### config.mk
export PLATFORM = sky130hd
export DESIGN_NAME = score_display
export DESIGN_NICKNAME = d
export VERILOG_FILES = /design/src/rtl/score_display.sv
export SDC_FILE = /design/constraint.sdc
export NUM_CORES = 1
export LEC_CHECK = 0
export CORE_MARGIN = 8
export CORE_UTILIZATION = 55
export CTS_BUF_LIST = sky130_fd_sc_hd__clkbuf_4
export CTS_CLUSTER_DIAMETER = 100
export DETAILED_ROUTE_END_ITERATION = 7
export GPL_TIMING_DRIVEN = 1
export PLACE_DENSITY_LB_ADDON = 0.05
export SYNTH_ARGS = -nofsm -noshare
export SYNTH_HDL_FRONTEND = slang
export SYNTH_SLANG_ARGS = --single-unit
### constraint.sdc
create_clock -name clk -period 2.85 [get_ports clk]
set_clock_uncertainty 0.15 [all_clocks]
set_input_delay 0.285 -clock clk [delete_from_list [all_inputs] [get_ports clk]]
set_output_delay 0.285 -clock clk [all_outputs]
set_load 0.02 [all_outputs]
### src/rtl/score_display.sv
// rtl/score_display.sv - binary score to multi-digit active-low 7-segment driver
module score_display #(
  parameter int DIGITS    = 4,
  parameter int WIDTH     = 14,
  parameter int LZ_BLANK  = 1,
  parameter int BLINK_DIV = 25000000
) (
  input  logic                clk,
  input  logic                resetN,
  input  logic                load,
  input  logic [WIDTH-1:0]    value,
  input  logic                darkN,
  input  logic                LampTest,
  input  logic                blink_en,
  output logic                busy,
  output logic                overflow,
  output logic [DIGITS*7-1:0] ss
);

  localparam int NB = DIGITS * 4;
  localparam int CW = (WIDTH > 1) ? $clog2(WIDTH) : 1;
  localparam int BW = (BLINK_DIV > 1) ? $clog2(BLINK_DIV) : 1;
  // Largest displayable score, held wide enough to compare against any WIDTH.
  localparam logic [WIDTH+31:0] MAX_VAL = (WIDTH+32)'(10**DIGITS - 1);

  typedef enum logic [1:0] {
    S_IDLE,
    S_CONVERT,
    S_UPDATE
  } state_t;

  state_t            state_q, state_d;
  logic              busy_q, busy_d;
  logic              ovf_q, ovf_d;
  logic              ovf_pend_q, ovf_pend_d;
  logic [WIDTH-1:0]  shift_q, shift_d;
  logic [NB-1:0]     scratch_q, scratch_d;
  logic [CW-1:0]     cnt_q, cnt_d;
  logic [NB-1:0]     digit_q, digit_d;
  logic [BW-1:0]     blink_cnt_q, blink_cnt_d;
  logic              phase_q, phase_d;
  logic [NB-1:0]     adj;
  logic              hz;

  function automatic logic [6:0] seg7(input logic [3:0] d);
    case (d)
      4'd0:    seg7 = 7'h40;
      4'd1:    seg7 = 7'h79;
      4'd2:    seg7 = 7'h24;
      4'd3:    seg7 = 7'h30;
      4'd4:    seg7 = 7'h19;
      4'd5:    seg7 = 7'h12;
      4'd6:    seg7 = 7'h02;
      4'd7:    seg7 = 7'h78;
      4'd8:    seg7 = 7'h00;
      4'd9:    seg7 = 7'h10;
      default: seg7 = 7'h7F;
    endcase
  endfunction

  // Next-state: conversion FSM with shift-and-add-3 engine, plus free-running blink timer.
  always_comb begin
    state_d     = state_q;
    busy_d      = busy_q;
    ovf_d       = ovf_q;
    ovf_pend_d  = ovf_pend_q;
    shift_d     = shift_q;
    scratch_d   = scratch_q;
    cnt_d       = cnt_q;
    digit_d     = digit_q;
    blink_cnt_d = blink_cnt_q + BW'(1);
    phase_d     = phase_q;
    adj         = scratch_q;

    for (int i = 0; i < DIGITS; i++) begin
      if (scratch_q[4*i +: 4] >= 4'd5) begin
        adj[4*i +: 4] = scratch_q[4*i +: 4] + 4'd3;
      end
    end

    case (state_q)
      S_IDLE: begin
        if (load) begin
          shift_d    = value;
          scratch_d  = '0;
          cnt_d      = '0;
          // Overflow is judged on the raw score; the truncated scratch cannot tell.
          ovf_pend_d = ({32'd0, value} > MAX_VAL);
          busy_d     = 1'b1;
          state_d    = S_CONVERT;
        end
      end
      S_CONVERT: begin
        // Carry out of the top nibble drops off the end of the chain.
        scratch_d = {adj[NB-2:0], shift_q[WIDTH-1]};
        shift_d   = shift_q << 1;
        cnt_d     = cnt_q + CW'(1);
        if (cnt_q == CW'(WIDTH - 1)) begin
          state_d = S_UPDATE;
        end
      end
      S_UPDATE: begin
        digit_d = ovf_pend_q ? {DIGITS{4'd9}} : scratch_q;
        ovf_d   = ovf_pend_q;
        busy_d  = 1'b0;
        state_d = S_IDLE;
      end
      default: begin
        state_d = S_IDLE;
        busy_d  = 1'b0;
      end
    endcase

    if (blink_cnt_q == BW'(BLINK_DIV - 1)) begin
      blink_cnt_d = '0;
      phase_d     = ~phase_q;
    end
  end

  // State registers; phase resets to 1 so the display is visible straight out of reset.
  always_ff @(posedge clk or negedge resetN) begin
    if (!resetN) begin
      state_q     <= S_IDLE;
      busy_q      <= 1'b0;
      ovf_q       <= 1'b0;
      ovf_pend_q  <= 1'b0;
      shift_q     <= '0;
      scratch_q   <= '0;
      cnt_q       <= '0;
      digit_q     <= '0;
      blink_cnt_q <= '0;
      phase_q     <= 1'b1;
    end else begin
      state_q     <= state_d;
      busy_q      <= busy_d;
      ovf_q       <= ovf_d;
      ovf_pend_q  <= ovf_pend_d;
      shift_q     <= shift_d;
      scratch_q   <= scratch_d;
      cnt_q       <= cnt_d;
      digit_q     <= digit_d;
      blink_cnt_q <= blink_cnt_d;
      phase_q     <= phase_d;
    end
  end

  // Segment drive per digit; walk from the top so hz tracks "this and all higher digits are zero".
  always_comb begin
    ss = '1;
    hz = 1'b1;
    for (int i = DIGITS - 1; i >= 0; i--) begin
      hz = hz & (digit_q[4*i +: 4] == 4'd0);
      if (LampTest) begin
        ss[7*i +: 7] = 7'h00;
      end else if (!darkN) begin
        ss[7*i +: 7] = 7'h7F;
      end else if (blink_en && !phase_q) begin
        ss[7*i +: 7] = 7'h7F;
      end else if ((LZ_BLANK != 0) && (i > 0) && hz) begin
        ss[7*i +: 7] = 7'h7F;
      end else begin
        ss[7*i +: 7] = seg7(digit_q[4*i +: 4]);
      end
    end
  end

  assign busy     = busy_q;
  assign overflow = ovf_q;

endmodule

# After elaboration in Yosys (flattened, before gate mapping)
# Memory sizes are Yosys's and may differ from the RTL's.
# Cells that the tools add are included.
# Widths: inputs -> output; s select.
dict set report word_totals {
  ff_bits 81
  in_bits 20
  out_inout_bits 30
  mem_count 4
  romBits 448
  wordCells 78
}
# memory words width read_ports rd_clocked_by_memory_dff write_ports line_no
set mem_list {}
lappend mem_list {{(name not given)} 16 7 1 0 0 46} ;# case (d)
lappend mem_list {{(name not given)} 16 7 1 0 0 46}
lappend mem_list {{(name not given)} 16 7 1 0 0 46}
lappend mem_list {{(name not given)} 16 7 1 0 0 46}
dict set report classes {
  eq_ne 6
  muxes 32
  n_lt_le_gt_ge 5
  addsub 6
  reduce_logical 11
  bitwise_logic 4
}
# operator n
set ops {}
lappend ops {{$mux 7} 15}
lappend ops {{$mux 16} 2}
lappend ops {{$pmux 16 s2} 1}
lappend ops {{$pmux 14 s2} 1}
lappend ops {{$add 25x1->25 const B} 1}
lappend ops {{$eq 25x25->1 const B} 1}
lappend ops {{$mux 25} 1}
lappend ops {{$ge 4x3->1 const B} 4}
lappend ops {{$mux 4} 4}
lappend ops {{$gt 14x14->1 const B} 1}
lappend ops {{$mux 14} 1}
lappend ops {{$add 4x2->4 const B} 3}
lappend ops {{$logic_not 4->1} 3}
lappend ops {{$pmux 4 s2} 1}
lappend ops {{$reduce_and 2->1} 4}
lappend ops {{$add 4x1->4 const B} 1}
lappend ops {{$eq 4x4->1 const B} 1}
lappend ops {{$mux 2} 2}
lappend ops {{$ne 2x2->1 const B} 2}
lappend ops {{$pmux 2 s2} 1}
lappend ops {{$add 3x2->3 const B} 1}
lappend ops {{$mux 3} 1}
lappend ops {{$and 1x1->1} 2}
lappend ops {{$eq 2x1->1 const B} 1}
lappend ops {{8 further kinds} 9}

# Depth between registers and ports, before layout
# Gate-level depths: netlist of the first run.
dict set report logic_depth {
  depth_word 7
  mapped_depth 7
  depth_no_buf 6
}

# Worst setup path after synthesis of the first run
# No wires, ideal clock.
dict set report synth_timing {
  path_type {register to output}
  from {reg digit_q[12]}
  to {out ss[12]}
  path_buffers 1
  path_stages_with_launch 8
  t_required_ps 2415
  arrival_time_ps 2229
  path_slack_ps 186
  cell_sequence {dfrtp_1 inv_1 ha_1 or4b_4 or4b_4 and3_4 buf_6 a21oi_2}
}
dict set report synth_via {
  elab_chain_cells 7
}
# item line_no
set synth_lines {}
lappend synth_lines {{start, declared} 39} ;# logic [NB-1:0] digit_q, digit_d;
lappend synth_lines {{start signal, assigned} 141} ;# digit_q <= digit_d;
lappend synth_lines {{$logic_not 4->1} 152} ;# hz = hz & (digit_q[4*i +: 4] == 4'd0);
lappend synth_lines {{$and 1x1->1 (2 in series)} 152}
lappend synth_lines {{$mux 7} 159} ;# end else if ((LZ_BLANK != 0) && (i > 0) && hz) begin
lappend synth_lines {{$mux 7} 157} ;# end else if (blink_en && !phase_q) begin
lappend synth_lines {{$mux 7} 155} ;# end else if (!darkN) begin
lappend synth_lines {{$mux 7} 153} ;# if (LampTest) begin
lappend synth_lines {{end, declared} 17} ;# output logic [DIGITS*7-1:0] ss
# No other way between the ends.

# Final worst setup path of the first run
dict set report layout_timing {
  from {reg digit_q[13]}
  to {out ss[9]}
}
# Same word-level chain as after synthesis.

==> results of run 1 <==
-- Yosys cell counts (3+ instances only) --
library cell  instances  share of area, %
a31oi_1               3              0.38
nand3b_1              4              0.61
o31ai_1               9               1.4
xor2_1                7               1.3
or4_1                 3              0.46
nor2_1               27               2.1
dfrtp_1              80                41
inv_2                 4              0.31
a22oi_1              12               1.8
a21oi_2               6               1.1
and4_1                4              0.71
nor2b_1              15               1.9
and2_1                4              0.51
mux2i_1               5               1.0
o21ai_1              48               4.9
nor3_1                8              0.82
a22o_1                3              0.54
nand3_1              13               1.3
xnor2_1              13               2.3
or3_1                 6              0.77
nor4_1                3              0.38
nand2b_1             16               2.0
nand4_1               7              0.89
ha_1                 31               7.9
and3_1                4              0.51
a21oi_1              63               6.4
clkbuf_1             27               2.1
o21ai_0              16               1.6
mux2_2                3              0.69
nand2_1              62               4.7
inv_1                21               1.6
-- repair_timing --
action                                  CTS  global route
gates cloned                              0             0
pin swaps                                 3             2
hold buffers                              1             0
resized for setup                        54            17
buffers inserted                          0             1
endpoints found under the setup margin   14            16
hold endpoints to repair                 80             0
-- power breakdown --
part	internal [mW]	switching [mW]	leakage [nW]
sequential	1.47	0.376	1.06
clock	0.272	0.394	0.0698
combinational	1.18	1.33	1.35
-- worst max path at each step --
stage | to | slack, ns | depth (start not counted)
final | ss[9] | -0.07 | 7
after global routing | ss[9] | -0.16 | 7
after CTS | ss[8] | -0.11 | 7
after detailed placement | ss[12] | -0.14 | 7
after global placement | ss[12] | -0.13 | 7
after floorplan | ss[12] | 0.19 | 7
-- worst max-delay path, delay by kind of cell (launching register included) --
family / cells / cell delay, ns
buffers and inverters: 2 / 0.21
AOI/OAI and AO/OA: 1 / 0.15
DFF: 1 / 0.41
and+or+nand+nor: 3 / 1.18
adders and majority gates: 1 / 0.12
-- through the flow --
step                area, sq um  util [%]  power, mW  worst slack [ns]
finish                     5690      65.5       5.01           -0.0724
global route               5690      65.5       5.45            -0.165
CTS                        5680      65.5       5.04            -0.114
detailed placement         5550      63.9       4.37            -0.136
global placement           5550      63.9       4.28            -0.126
floorplan                  4900         -       3.63             0.186
-- layout make-up --
cell class | count | area (sq um)
well taps | 108 | 135
fillers | 752 | 2990
clock inverters | 6 | 58.8
inverters | 25 | 93.8
multi-input cells | 422 | 2670
repair buffers | 71 | 629
flip-flops and latches | 81 | 2030
clock buffers | 10 | 75.1
-- layer usage --
metal  vias up  global-route usage [%]  part of all wire [%]
met5         -                       0                     0
met4         0                    5.59                  0.95
met3         9                    3.14                   5.2
met2        98                    28.2                    47
met1      1927                    20.2                    47
li1       2058                       -                     -
-- cells in the final DEF, fill, tap and decap left out, types with 3 or more instances in the layout --
master / netlist / final
o31ai_1: 9 / 9
and2_1: 4 / 4
mux2_2: 3 / 3
mux2i_1: 5 / 5
xnor2_1: 13 / 13
nand2_1: 62 / 62
buf_4: 0 / 27
dlymetal6s2s_1: 0 / 6
nor2b_1: 15 / 15
inv_2: 4 / 6
xor2_1: 7 / 7
nand4_1: 7 / 7
dfrtp_1: 80 / 79
or4_1: 3 / 3
and4_1: 4 / 4
o21ai_1: 48 / 48
ha_1: 31 / 30
or3_1: 6 / 6
nand2b_1: 16 / 16
and3_1: 4 / 3
a21oi_2: 6 / 6
nand3_1: 13 / 13
nor2_1: 27 / 27
clkdlybuf4s50_1: 0 / 28
o21ai_0: 16 / 16
clkbuf_4: 0 / 10
a21oi_1: 63 / 63
inv_1: 21 / 19
nor3_1: 8 / 8
a22oi_1: 12 / 12
nor4_1: 3 / 3
a22o_1: 3 / 3
clkbuf_2: 0 / 4
a31oi_1: 3 / 3
nand3b_1: 4 / 4
-- registers in the layout (all words and copies together) (netlist names) --
name         count
ovf_pend_q       1
cnt_q            4
scratch_q       16
digit_q         16
busy             1
overflow         1
blink_cnt_q     25
shift_q         14
phase_q          1
state_q          2
-- logic make-up (layout without fill, tap and decap cells) --
family / after synthesis / count (layout) / synth area share, %
DFF: 81 / 81 / 41.4
AOI/OAI and AO/OA: 174 / 174 / 20.4
buffers and inverters: 56 / 112 / 4.59
adders and majority gates: 31 / 31 / 7.91
xor gates and xnor gates: 20 / 20 / 3.57
and+or+nand+nor: 188 / 188 / 20.2
muxes: 9 / 9 / 1.94
==> results by group, run 1 <==
Run status
  • Status: finished, violations left
  • Failing checks: negative setup slack

Place
  • Inst Count DP: 705
  • Hpwl dp: 7.17 mm
  • RD Place Congestion: between 0.8 and 0.9
  • Buffers on Ports: 49

Yosys
  • Cells after Synth: ~560
  • Synth async-reset ratio: 100%
  • #FFs+latches synth: 81
  • Top_reg_cell synth: dfrtp_1
  • Seq/Total Area, Yosys: about two fifths
  • Synthesized area: 4900 sq um
  • EDFF count, synth: 0
  • Post-Synthesis Net Count: between 600 and 700
  • Avg Inst Size Synth: approximately 8.8 sq um
  • Synth Warn #: 0
  • Count of unique library cells instantiated by Yosys: 53

Clock network
  • Clk Latency, worst-skew pair: around 0.42 ns
  • Root buffer cell: clkbuf_4
  • TritonCTS sink count: 81
  • CTS tree: yes
  • Clock tree buffer depth: 2
  • Inserted Clock Buffers: 9
  • Htree depth: 3
  • Clock-pin transition on the worst setup and hold timing paths: around 0.13 ns

Timing
  • Final worst setup slack: -0.0724 ns
  • Fin Setup TNS: -0.348 ns
  • Slew Limit Fails: 0
  • Slew @ Worst Pin: between 1 and 1.5 ns
  • RSZ-0062 raised after global routing: true
  • Max frequency: ~340 MHz
  • Final setup violation count: 6
  • Fin crit share: 103%
  • Hold WS: roughly 0.35 ns
  • Slew headroom: around a third
  • Min Tclk post-route: ~2.9 ns
  • Final Hold Fails: 0

Pwr
  • PD cells: 882 nW/um^2
  • IR drop worst, VDD: around 440 uV
  • Pleak: ~2.5 nW

Routing
  • Drt wl/cell: 14.0 um
  • Number of DRC markers in iteration 0: 150
  • Post-DR vias/cell: about 5.7
  • Routed Antenna Nets: 0
  • Drt pass-1 iters: 5
  • DRT Wirelength: approximately 10 mm
  • Residual DRC count: 0
  • Vias: 4092

Layout
  • Layout Nets: about 660
  • Diodes inserted: 0
  • Share of layout cells above drive strength 1: between 10% and 20%
  • Final std cells w/o fill: around 720
  • Area growth syn-to-layout: 15.9%

Setup path
  • Required time worst endpoint: 2.41 ns
  • Element type at the critical path start: flip-flop
  • Worst endpoint data arrival time: about 2.5 ns
  • CP max FO: 6
  • Crit-path slowest cell: or4b_4
  • Reg2reg start: blink_cnt_q[0]$_DFF_PN0_
  • R2r endpoint: blink_cnt_q[24]$_DFF_PN0_
  • Worst path cell trace: inv_2 -> ha_4 -> or4b_4 -> or4b_4 -> and3_4 -> a21oi_2 -> buf_6
  • Most frequent CP cell: or4b_4
  • Largest stage delay on the critical path: 0.49 ns
  • Worst reg-to-reg setup slack: roughly 0.57 ns
  • Worst r2r path cells: 5
  • Critical path startpoint: digit_q[13]$_DFFE_PN0N_
  • WS Path Type: reg2out
  • CP endpoint kind: primary output

Min path
  • Hold Path Class: reg2reg
  • Min-Delay Endpoint: phase_q$_DFFE_PN1N_
  • Hold Crit Depth: 2
  • Hold Path Origin: phase_q$_DFFE_PN1N_

Global routing
  • Remaining Overflow, GRT: 0
  • Largest net degree at the start of global routing: 82
  • Vias in the first global route: 4003
  • GRT Total Usage: approximately 16%
  • First-pass GRT wire length: roughly 18 mm
  • Initial antenna violation count: 0

Floorplan
  • Die width: roughly 110 um
  • DIE HEIGHT: about 110 um
  • Core Box Area: about 8700 sq um
  • Initial Utilization: 56.5%
  • Die footprint: roughly 12000 sq um
  • IO Pins: 50
  • Cell Rows: 34

Flow run
  • Max cap viols: 0
Power figures use the tool's default switching activity.
==> inputs of run 2 (changes only) <==
- TNS_END_PERCENT: not set -> 50
==> results of run 2 <==
The final DEF is identical to that of run 1; final timing and power are the same.
==> inputs of run 3 (changes only) <==
- MAX_ROUTING_LAYER: not set -> met4
==> run 3 against run 2 <==
The run still ends with negative setup slack left. Non-clock buffer count unchanged. Sequential share of layout area unchanged. Clock power about the same. First-iteration DRC count did not move. Hold slack did not move. Critical path depth is the same. Die area unchanged. Routed wire length grew 0.23%. Setup slack lost 0.0012 ns. Global-route usage up 0.47 points. Highest routed layer unchanged.
==> results by group, run 3 (same netlist as run 1, synthesis figures left out) <==
Run status
  • Status: finished, violations left
  • Failing checks: negative setup slack

Setup path
  • CP endpoint kind: primary output
  • Crit-path slowest cell: or4b_4
  • Largest stage delay on the critical path: 0.49 ns (about the same)
  • Required time worst endpoint: 2.41 ns (about the same)
  • Element type at the critical path start: flip-flop
  • Worst endpoint data arrival time: 2.49 ns (about the same)
  • Worst path cell trace: inv_2 -> ha_4 -> or4b_4 -> or4b_4 -> and3_4 -> a21oi_2 -> buf_6
  • Most frequent CP cell: or4b_4
  • WS Path Type: reg2out
  • CP max FO: 6 (unchanged)

Clock network
  • Clock tree buffer depth: 2 (unchanged)
  • Clk Latency, worst-skew pair: 0.42 ns (about the same)
  • Clock-pin transition on the worst setup and hold timing paths: 0.13 ns (about the same)
  • CTS tree: yes
  • Inserted Clock Buffers: 9 (unchanged)
  • Htree depth: 3 (unchanged)
  • Root buffer cell: clkbuf_4
  • TritonCTS sink count: 81 (unchanged)

Layout
  • Commonest cells after routing, fill and taps aside: 79 x dfrtp_1, 63 x a21oi_1, 62 x nand2_1
  • Final std cells w/o fill: 723 (unchanged)
  • Most flops, register: blink_cnt_q
  • Design Area, Final: 5690 sq um (unchanged)
  • Max reg flops: 25 (unchanged)
  • Commonest non-fill, non-tap cell in the layout: dfrtp_1
  • Diodes inserted: 0 (unchanged)
  • Area growth syn-to-layout: 15.9% (unchanged)
  • Largest regs: blink_cnt_q x25, digit_q x16, scratch_q x16
  • Layout Nets: 661 (unchanged)
  • Share of layout cells above drive strength 1: 12.7% (unchanged)

Place
  • RD Place Congestion: 0.825 (+1.5%)
  • Inst Count DP: 705 (unchanged)
  • Hpwl dp: 7.17 mm (unchanged)
  • Area after DPL: 5550 sq um (unchanged)
  • Buffers on Ports: 49 (unchanged)
  • Dpl ws: -0.136 ns (unchanged)

Flow run
  • Max cap viols: 0 (unchanged)

Global routing
  • Remaining Overflow, GRT: 0 (unchanged)
  • GRT Total Usage: 16.9% (+0.47 points)
  • Vias in the first global route: 4002 (-0.025%)
  • Largest net degree at the start of global routing: 82 (unchanged)
  • First-pass GRT wire length: 17.8 mm (about the same)
  • Initial antenna violation count: 0 (unchanged)

Pwr
  • PD cells: 882 nW/um^2 (about the same)
  • Pleak: 2.48 nW (unchanged)
  • IR drop worst, VDD: 439 uV (+0.20%)

Routing
  • Drt pass-1 iters: 5 (unchanged)
  • Residual DRC count: 0 (unchanged)
  • Routed Antenna Nets: 0 (unchanged)
  • Number of DRC markers in iteration 0: 150 (unchanged)
  • Drt wl/cell: 14.0 um (+0.23%)
  • Vias: 4084 (-0.20%)
  • DRT Wirelength: 10.1 mm (+0.23%)
  • Post-DR vias/cell: 5.65 (-0.20%)

Timing
  • Fin crit share: 103% (about the same)
  • Hold WS: 0.348 ns (unchanged)
  • RSZ-0062 raised after global routing: true
  • Slew @ Worst Pin: 1.00 ns (-0.00633 ns)
  • Max frequency: 342 MHz (about the same)
  • Final worst setup slack: -0.0736 ns (-0.00121 ns)
  • Final Hold Fails: 0 (unchanged)
  • Fin Setup TNS: -0.355 ns (-0.00723 ns)
  • Final setup violation count: 6 (unchanged)
  • Min Tclk post-route: 2.92 ns (+0.00121 ns)
  • Slew Limit Fails: 0 (unchanged)
  • Slew headroom: 33.3% (+0.42 points)

Floorplan
  • IO Pins: 50 (unchanged)
  • Die footprint: 12200 sq um (unchanged)
  • Initial Utilization: 56.5% (unchanged)
  • Die width: 110 um (unchanged)
  • DIE HEIGHT: 110 um (unchanged)
  • Cell Rows: 34 (unchanged)
  • Core Box Area: 8680 sq um (unchanged)

Min path
  • Hold Path Class: reg2reg
run 3: cell counts in the layout (fill, tap and decap cells not counted):
No cell type changed its count.
run 3: stage by stage:
stage / utilization, % / total power, mW
floorplan: - / 3.63
global placement: 63.9 / 4.28
detailed placement: 63.9 / 4.37
CTS: 65.5 / 5.04
global route: 65.5 / 5.45
finish: 65.5 / 5.02
run 3: worst max-delay path: cells and delay by family, from the launching register on:
family	cells	cell delay [ns]
buffers and inverters	2	0.21
adders and majority gates	1	0.12
AOI/OAI and AO/OA	1	0.15
and+or+nand+nor	3	1.18
DFF	1	0.41
run 3: cell type report:
class / instances / area, sq um
Clock buffer: 10 / 75.1
Clock inverter: 6 / 58.8
Fill cell: 752 / 2990
Inverter: 25 / 93.8
Multi-Input combinational cell: 422 / 2670
Sequential cell: 81 / 2030
Tap cell: 108 / 135
Timing Repair Buffer: 71 / 629
run 3: power by group:
group	leakage (nW)	internal (mW)	switching, mW	total [mW]
sequential	1.06	1.47	0.377	1.84
clock	0.0698	0.272	0.394	0.665
combinational	1.35	1.18	1.33	2.51
total	2.48	2.92	2.10	5.02
run 3: worst paths after layout:
path / from / end / slack [ns] / cells after the start
max: digit_q[13]$_DFFE_PN0N_ / ss[9] / -0.07 / 7
min: phase_q$_DFFE_PN1N_ / phase_q$_DFFE_PN1N_ / 0.35 / 2
max reg2reg: blink_cnt_q[0]$_DFF_PN0_ / blink_cnt_q[24]$_DFF_PN0_ / 0.57 / 5
min reg2reg: phase_q$_DFFE_PN1N_ / phase_q$_DFFE_PN1N_ / 0.35 / 2
max in group asynchronous: resetN / digit_q[1]$_DFFE_PN0N_ / 1.43 / 2
min in group asynchronous: resetN / blink_cnt_q[8]$_DFF_PN0_ / 0.40 / 2
run 3: routing by layer:
metal	vias up	routed length, um	global-route usage, %
li1	2058	-	-
met1	1918	4800	20.3
met2	97	4730	28.2
met3	11	478	2.92
met4	0	103	5.59
met5	-	0	-
run 3: repair_timing:
item,CTS,global route
endpoints found under the hold margin,80,0
buffers inserted,0,1
cloned,0,0
hold buffers,1,0
pin swaps,3,2
resized for setup,54,17
setup endpoints to repair,14,16
